===== config.mk =====
export PLATFORM = sky130hd
export DESIGN_NAME = io_port_bridge
export DESIGN_NICKNAME = d
export VERILOG_FILES = /design/src/rtl/io_port_bridge.sv
export SDC_FILE = /design/constraint.sdc
export NUM_CORES = 1
export LEC_CHECK = 0
export ABC_AREA = 0
export BUFFER_PORTS_ARGS = -buffer_cell sky130_fd_sc_hd__buf_2
export CORE_ASPECT_RATIO = 1.2
export CORE_MARGIN = 3
export CORE_UTILIZATION = 48
export DETAILED_ROUTE_END_ITERATION = 10
export PLACE_DENSITY = 0.75
export SYNTH_ARGS = -nofsm -noshare
export SYNTH_HDL_FRONTEND = slang
export SYNTH_SLANG_ARGS = --single-unit

===== constraint.sdc =====
create_clock -name clk -period 1.9 [get_ports clk]
set_input_delay 0.095 -clock clk [delete_from_list [all_inputs] [get_ports clk]]
set_output_delay 0.095 -clock clk [all_outputs]
set_load 0.01 [all_outputs]

===== src/rtl/io_port_bridge.sv =====
// CPU programmed-I/O bridge: outbound words go through a circular FIFO with a valid/ready drain; inbound words land in a one-word holding register.
// Define IO_BRIDGE_OVERFLOW_EN to build the sticky out_overflow flag; otherwise it is tied low.
module io_port_bridge #(
  parameter int DEPTH = 4,
  parameter int WIDTH = 32
) (
  input  logic                     clk,
  input  logic                     reset,
  input  logic                     in_outport_write,
  input  logic [WIDTH-1:0]         in_outport_data,
  output logic [WIDTH-1:0]         out_tx_data,
  output logic                     out_tx_valid,
  input  logic                     in_tx_ready,
  output logic [$clog2(DEPTH):0]   out_tx_count,
  output logic                     out_tx_full,
  output logic                     out_overflow,
  input  logic [WIDTH-1:0]         in_rx_data,
  input  logic                     in_rx_valid,
  output logic                     out_rx_ready,
  output logic [WIDTH-1:0]         out_inport_data,
  output logic                     out_rx_avail,
  input  logic                     in_inport_read
);

  localparam int PW = $clog2(DEPTH);
  localparam int CW = PW + 1;

  typedef enum logic {RX_EMPTY, RX_FULL} rx_state_t;

  logic [WIDTH-1:0] mem [DEPTH];
  logic [PW-1:0]    wr_ptr, rd_ptr;
  logic [CW-1:0]    count;
  logic             push, pop;
  rx_state_t        rx_state, rx_state_nxt;
  logic             rx_capture;

  assign out_tx_full  = (count == CW'(DEPTH));
  assign out_tx_valid = (count != '0);
  assign out_tx_count = count;
  assign out_tx_data  = mem[rd_ptr];

  // A pop in the same cycle frees the slot, so a write to a full FIFO is still accepted.
  assign pop  = out_tx_valid && in_tx_ready;
  assign push = in_outport_write && (!out_tx_full || pop);

  always_ff @(posedge clk) begin
    if (push) mem[wr_ptr] <= in_outport_data;
  end

  always_ff @(posedge clk or negedge reset) begin
    if (!reset) begin
      wr_ptr <= '0;
      rd_ptr <= '0;
      count  <= '0;
    end else begin
      if (push) wr_ptr <= wr_ptr + 1'b1;
      if (pop)  rd_ptr <= rd_ptr + 1'b1;
      case ({push, pop})
        2'b10:   count <= count + CW'(1);
        2'b01:   count <= count - CW'(1);
        default: count <= count;
      endcase
    end
  end

`ifdef IO_BRIDGE_OVERFLOW_EN
  always_ff @(posedge clk or negedge reset) begin
    if (!reset) begin
      out_overflow <= 1'b0;
    end else if (in_outport_write && !push) begin
      out_overflow <= 1'b1;
    end
  end
`else
  assign out_overflow = 1'b0;
`endif

  // Inbound holding register: one word in flight, ready is a pure state decode.
  always_comb begin
    rx_state_nxt = rx_state;
    rx_capture   = 1'b0;
    case (rx_state)
      RX_EMPTY: begin
        if (in_rx_valid) begin
          rx_capture   = 1'b1;
          rx_state_nxt = RX_FULL;
        end
      end
      RX_FULL: begin
        if (in_inport_read) rx_state_nxt = RX_EMPTY;
      end
      default: rx_state_nxt = RX_EMPTY;
    endcase
  end

  always_ff @(posedge clk or negedge reset) begin
    if (!reset) begin
      rx_state        <= RX_EMPTY;
      out_inport_data <= '0;
    end else begin
      rx_state <= rx_state_nxt;
      if (rx_capture) out_inport_data <= in_rx_data;
    end
  end

  assign out_rx_ready = (rx_state == RX_EMPTY);
  assign out_rx_avail = (rx_state == RX_FULL);

endmodule


======== Word-level counts from Yosys, hierarchy flattened ========
Memory sizes are Yosys's and may differ from the RTL's.
Index checks and enable logic that the tools add are counted.
cells by class
  add/sub/neg operators ................... 4
  equality and inequality tests ........... 3
  multiplexer cells ....................... 7
  bitwise gates (word level) .............. 1
  reduce and logical (&&, ||, !) cells .... 6
operators with widths
  cell                                                                    number
  3-bit case mux with 2 select lines                                      1
  1-bit two-way mux                                                       5
  2-bit by 1-bit adder with 2-bit output (second input constant)          2
  3-bit by 1-bit adder with 3-bit output (second input constant)          1
  3-bit equality test (second input constant)                             1
  3-bit nonzero test                                                      1
  3-bit by 1-bit subtractor with 3-bit output (second input constant)     1
  2-bit by 1-bit equality test with 1-bit output (second input constant)  1
  2-bit equality test (second input constant)                             1
  1-bit logical AND                                                       2
  1-bit case mux with 2 select lines                                      1
  2-bit nonzero test                                                      1
  1-bit zero test                                                         1
  1-bit logical OR                                                        1
  1-bit inverter                                                          1
storage, ports and cells
  register bits ........................... 40
  RAM bits ................................ 128
  memories ................................ 1
memories
  memory  words  bits a word  rd ports  clocked after memory_dff  write ports  line  RTL
  mem     4      32           1         0                         1            30    logic [WIDTH-1:0] mem [DEPTH];

======== Logic depth before layout (Yosys ltp) ========
  word-level depth ........................ 6
  mapped depth ............................ 7
  depth with buffers taken out ............ 7

======== Least setup slack after synthesis ========
Ideal clock, no wire load.
  path kind ............................... reg-to-reg
  from .................................... register count[1] (netlist: out_tx_count[1])
  to ...................................... register count[1] (netlist: out_tx_count[1])
  arrival ................................. 2.077 ns
  data required time ...................... 1.813 ns
  slack ................................... -0.264 ns
  cell stages (with the launch flop) ...... 8
  path buffers ............................ 0
  clock period less this slack ............ 2.164 ns
  cells stage by stage .................... dfrtp_1 -> or3_2 -> nand2_1 -> or2_2 -> fa_1 -> o21ba_2 -> o211ai_1 -> a22oi_1
on the way
  cells in the longest elaborated chain, start to end .. 6
  elaborated cells between the ends (all ways) .. 12
RTL lines
  what                                                                                   line  RTL
  from (decl)                                                                            32    logic [CW-1:0] count;
  from (signal assigned)                                                                 59    2'b10: count <= count + CW'(1);
  from (signal assigned)                                                                 60    2'b01: count <= count - CW'(1);
  from (signal assigned)                                                                 61    default: count <= count;
  3-bit nonzero test (*)                                                                 38    assign out_tx_valid = (count != '0);
  named net out_tx_valid                                                                 12    output logic out_tx_valid,
  1-bit logical AND (*)                                                                  43    assign pop = out_tx_valid && in_tx_ready;
  1-bit logical OR                                                                       44    assign push = in_outport_write && (!out_tx_full || pop);
  1-bit logical AND                                                                      44
  2-bit by 1-bit equality test with 1-bit output or 2-bit equality test (tied branches)  58    case ({push, pop})
  3-bit case mux with 2 select lines or 2-bit nonzero test (tied branches)               -
The timed path passes the listed nets; every way through them passes the cells marked *.
A chain may end at the register's enable or synchronous reset.

======== Final worst setup path ========
  from .................................... register count[2] (netlist: out_tx_count[2])
  to ...................................... register count[1] (netlist: out_tx_count[1])
on the way
  cells in the longest elaborated chain, start to end .. 6
  elaborated cells between the ends (all ways) .. 10
RTL lines
  what                                                                                   line
  3-bit equality test or 3-bit nonzero test (tied branches)                              37, 38
  1-bit zero test or 1-bit logical AND (tied branches)                                   44, 43
  1-bit logical OR                                                                       44
  1-bit logical AND                                                                      44
  2-bit by 1-bit equality test with 1-bit output or 2-bit equality test (tied branches)  58
  3-bit case mux with 2 select lines or 2-bit nonzero test (tied branches)               -
Several ways; a longest one is shown, not always the timed one.

==> flow_summary_export.csv <==
group,metric,value,unit
grt,grt_antenna_before_repair,0,
worst_setup_path,worst-path-stages,7,
synthesis,synth-edff-count,128,
final_layout,final_core_util,70.1,%
synthesis,synth-async-reset-ratio,23.8,%
outcome,violations,"negative setup slack",
worst_setup_path,cp.buffers_inverters,0,
clock_tree,cts_tree,"done",
timing,min_period,2.03,ns
floorplanning,fp-row-count,45,
worst_setup_path,startpoint_type,"register",
floorplanning,fp.coreArea,12800,µm²
grt,grt_pass1_vias,4047,
grt,grt_busiest_layer,"met2",
synthesis,yosys.area_share.adder,1.10,%
detailed_routing,dr.pass1.iters,4,
timing,max_freq,492,MHz
timing,setup_viol_count_final,27,
placement,dp_hpwl,8320,µm
grt,use_met2,31.6,%
final_layout,nNetsFinal,603,
worst_setup_path,worstPathRequired,2.21,ns
worst_hold_path,whs_path_depth,4,
job,drv_cap,0,
synthesis,synth_seq_cells,168,
detailed_routing,drt_iter0_markers,179,
placement,placement.io_buffers,140,
clock_tree,path_clk_slew,0.06,ns
floorplanning,start_util,49.7,%
final_layout,final_common_cell,"edfxtp_1",
floorplanning,dieHeight,132,µm
grt,gr-total-overflow,0,
synthesis,synth_cell_type_count,32,
synthesis,synth-simple-area-share,1.83,%
grt,track_usage,18.5,%
timing,finalSetupTns,-1.28,ns
synthesis,synthMuxAreaShare,17.3,%
final_layout,antenna_cells,0,
synthesis,synth_top_area_share,60.6,%
placement,globalplace.congestion,0.741,
synthesis,synth_warnings,0,
synthesis,avgSynthCellArea,21.7,µm²
clock_tree,clk_path_buf_depth,2,
worst_setup_path,path_delay_family,"simple AND/OR/NAND/NOR gates",
power_and_ir_drop,p_leak,0.00348,µW
synthesis,ys_dominant_reg_cell,"edfxtp_1",
detailed_routing,route.vias.total,3655,
final_layout,regArea,4850,µm²
worst_hold_path,worst_hold_path_type,"input pin to register",
synthesis,syn_area,6350,µm²
clock_tree,ctsRootBufferMaster,"clkbuf_16",
detailed_routing,viasPerCell,5.18,
synthesis,yosysSeqAreaShare,76.3,%
power_and_ir_drop,power_density,1470,nW/µm²
timing,worst_slack,-0.134,ns
clock_tree,cts_max_level,4,
timing,hold_viol,0,
clock_tree,cts.sinks,168,
worst_setup_path,cp_slowest_cell,"fa_1",
power_and_ir_drop,p_seq_share,39.2,%
synthesis,synthXorXnorAreaFrac,0.690,%
floorplanning,dieArea,14600,µm²
final_layout,drive_gt1_share,50.8,%
power_and_ir_drop,p_sw,3730,µW
final_layout,syn_to_final_growth,41.3,%
worst_setup_path,crit_path_max_incr_delay,0.43,ns
worst_setup_path,path_cells,"or3_4, nand2_2, or2_2, fa_1, o21ba_4, o211ai_1, a22oi_1",
power_and_ir_drop,power.internal,9410,µW
timing,rsz0062_at_grt,"true",
synthesis,yosys-top-cells-area,"edfxtp_1 (61%), dfrtp_1 (16%), mux4_2 (11%)",
grt,grt_start_max_net_pins,34,
power_and_ir_drop,finalPower,13100,µW
worst_setup_path,worstRegToRegCells,7,
synthesis,yosysTopAreaCell,"edfxtp_1",
power_and_ir_drop,clockPowerShare,26.3,%
detailed_routing,wl_per_cell,19.7,µm
floorplanning,io_pins,142,
final_layout,fillers,779,
clock_tree,clk_latency,0.41,ns
outcome,status,"finished, violations left",
detailed_routing,wl,13900,µm
synthesis,syn-num-nets,368,
power_and_ir_drop,swShare,28.4,%
final_layout,final_cell_mix,"edfxtp_1 (128), buf_2 (120), dlygate4sd3_1 (66), dfrtp_1 (36)",
floorplanning,die_x,111,µm
grt,grt_use_met1,21.7,%
detailed_routing,drc,0,
worst_setup_path,crit_path_end_kind,"register",
grt,grt.met3_usage,7.39,%
power_and_ir_drop,combPwrFrac,34.5,%
timing,period_share,107,%
clock_tree,cts_buffers,17,
grt,grt_pass1_wl,21000,µm
worst_setup_path,path_max_fanout,2,
worst_setup_path,cp.arrival,2.34,ns
synthesis,synth_top_family_by_area,"multiplexers",
worst_setup_path,criticalPathCategory,"register to register",
timing,skew,0.00650,ns
final_layout,multiInputGateArea,1430,µm²
detailed_routing,ant_nets,0,
synthesis,syn_inst,293,
synthesis,synth_compound_area_share,1.20,%
power_and_ir_drop,irDropWorstVdd,0.000733,V
timing,maxSlewViolCount,0,
## worst register-to-register path: stages, from the launching register on
cell	delay (ns)
dfrtp_2	0.40
or3_4	0.39
nand2_2	0.07
or2_2	0.11
fa_1	0.43
o21ba_4	0.23
o211ai_1	0.09
a22oi_1	0.22
## sequential cells by signal, summed over array words and instances (netlist names)
| signal | flops |
|---|---|
| out_tx_count | 3 |
| wr_ptr | 2 |
| mem | 128 |
| out_rx_avail | 1 |
| out_inport_data | 32 |
| rd_ptr | 2 |
## cells in the mapped netlist, drive strengths merged, types with 2 or more instances
master and count:
inv 6, mux2 33, o21bai 2, o211ai 2, buf 11, clkbuf 4
and2 4, xor2 2, xnor2 3, mux4 32, nand3 3, dfrtp 40
nor2 3, or3 2, ha 4, edfxtp 128
## final cells by class
type                       instances  share of cell area (%)
clock buffer                      19                    4.83
tap                              164                    2.29
sequential                       168                    54.1
multi-input combinational        104                    15.9
clock inverter                    13                    1.88
inverter                           6                   0.251
timing repair buffer             231                    20.8
## path summary, 6_finish.rpt
check                      slack [ns]                from                   to
setup / recovery                -0.13     out_tx_count[2]      out_tx_count[1]
min in group asynchronous        0.18               reset  out_inport_data[21]
hold / removal                   0.06         in_tx_ready            rd_ptr[0]
setup reg to reg                -0.13     out_tx_count[2]      out_tx_count[1]
hold reg to reg                  0.51  out_inport_data[9]   out_inport_data[9]
max in group asynchronous        1.07               reset  out_inport_data[22]
## metrics by stage
step | instance area, µm² | hold slack, ns | cells | setup slack (ns)
2_1_floorplan | 6350 | -0.201 | 293 | -0.0944
3_3_place_gp | 7440 | 0.0562 | 601 | -0.0127
3_5_place_dp | 7440 | 0.0776 | 601 | -0.119
4_1_cts | 8700 | 0.0416 | 699 | -0.123
5_1_grt | 8960 | 0.0463 | 705 | -0.215
6_report | 8960 | 0.0580 | 705 | -0.134
## what timing repair did
item,CTS,global route
endpoints found under the hold margin,180,0
gates resized for setup,1,27
setup buffers,0,1
gates cloned,0,5
endpoints found under the setup margin,1,127
hold buffers,66,0
## power by group through the flow
stage                     sequential [µW]  combinational, µW  clock (µW)
after detailed placement             5170               3770           0
final                                5150               4530        3460
after global placement               5120               3690           0
after global routing                 5210               4830        3680
after CTS                            5110               3920        3510
after floorplan                      5160               2120           0
## logic make-up (layout without fill, tap and decap cells)
| logic type | count (synthesis) | in the layout |
|---|---|---|
| xor+xnor | 5 | 5 |
| mux | 65 | 65 |
| buf+inv | 21 | 269 |
| other cells | 1 | 1 |
| flops | 168 | 168 |
| fa+ha+maj | 5 | 5 |
| compound gates | 9 | 9 |
| simple gates | 19 | 19 |
## layer usage
metal	wire (µm)	vias to the layer above	share of wire [%]
met4	190	0	1.4
met2	7130	146	51
met5	0	-	0
li1	-	1634	-
met1	5570	1863	40
met3	994	12	7.2
No activity file was read; power rests on OpenSTA's default activity.
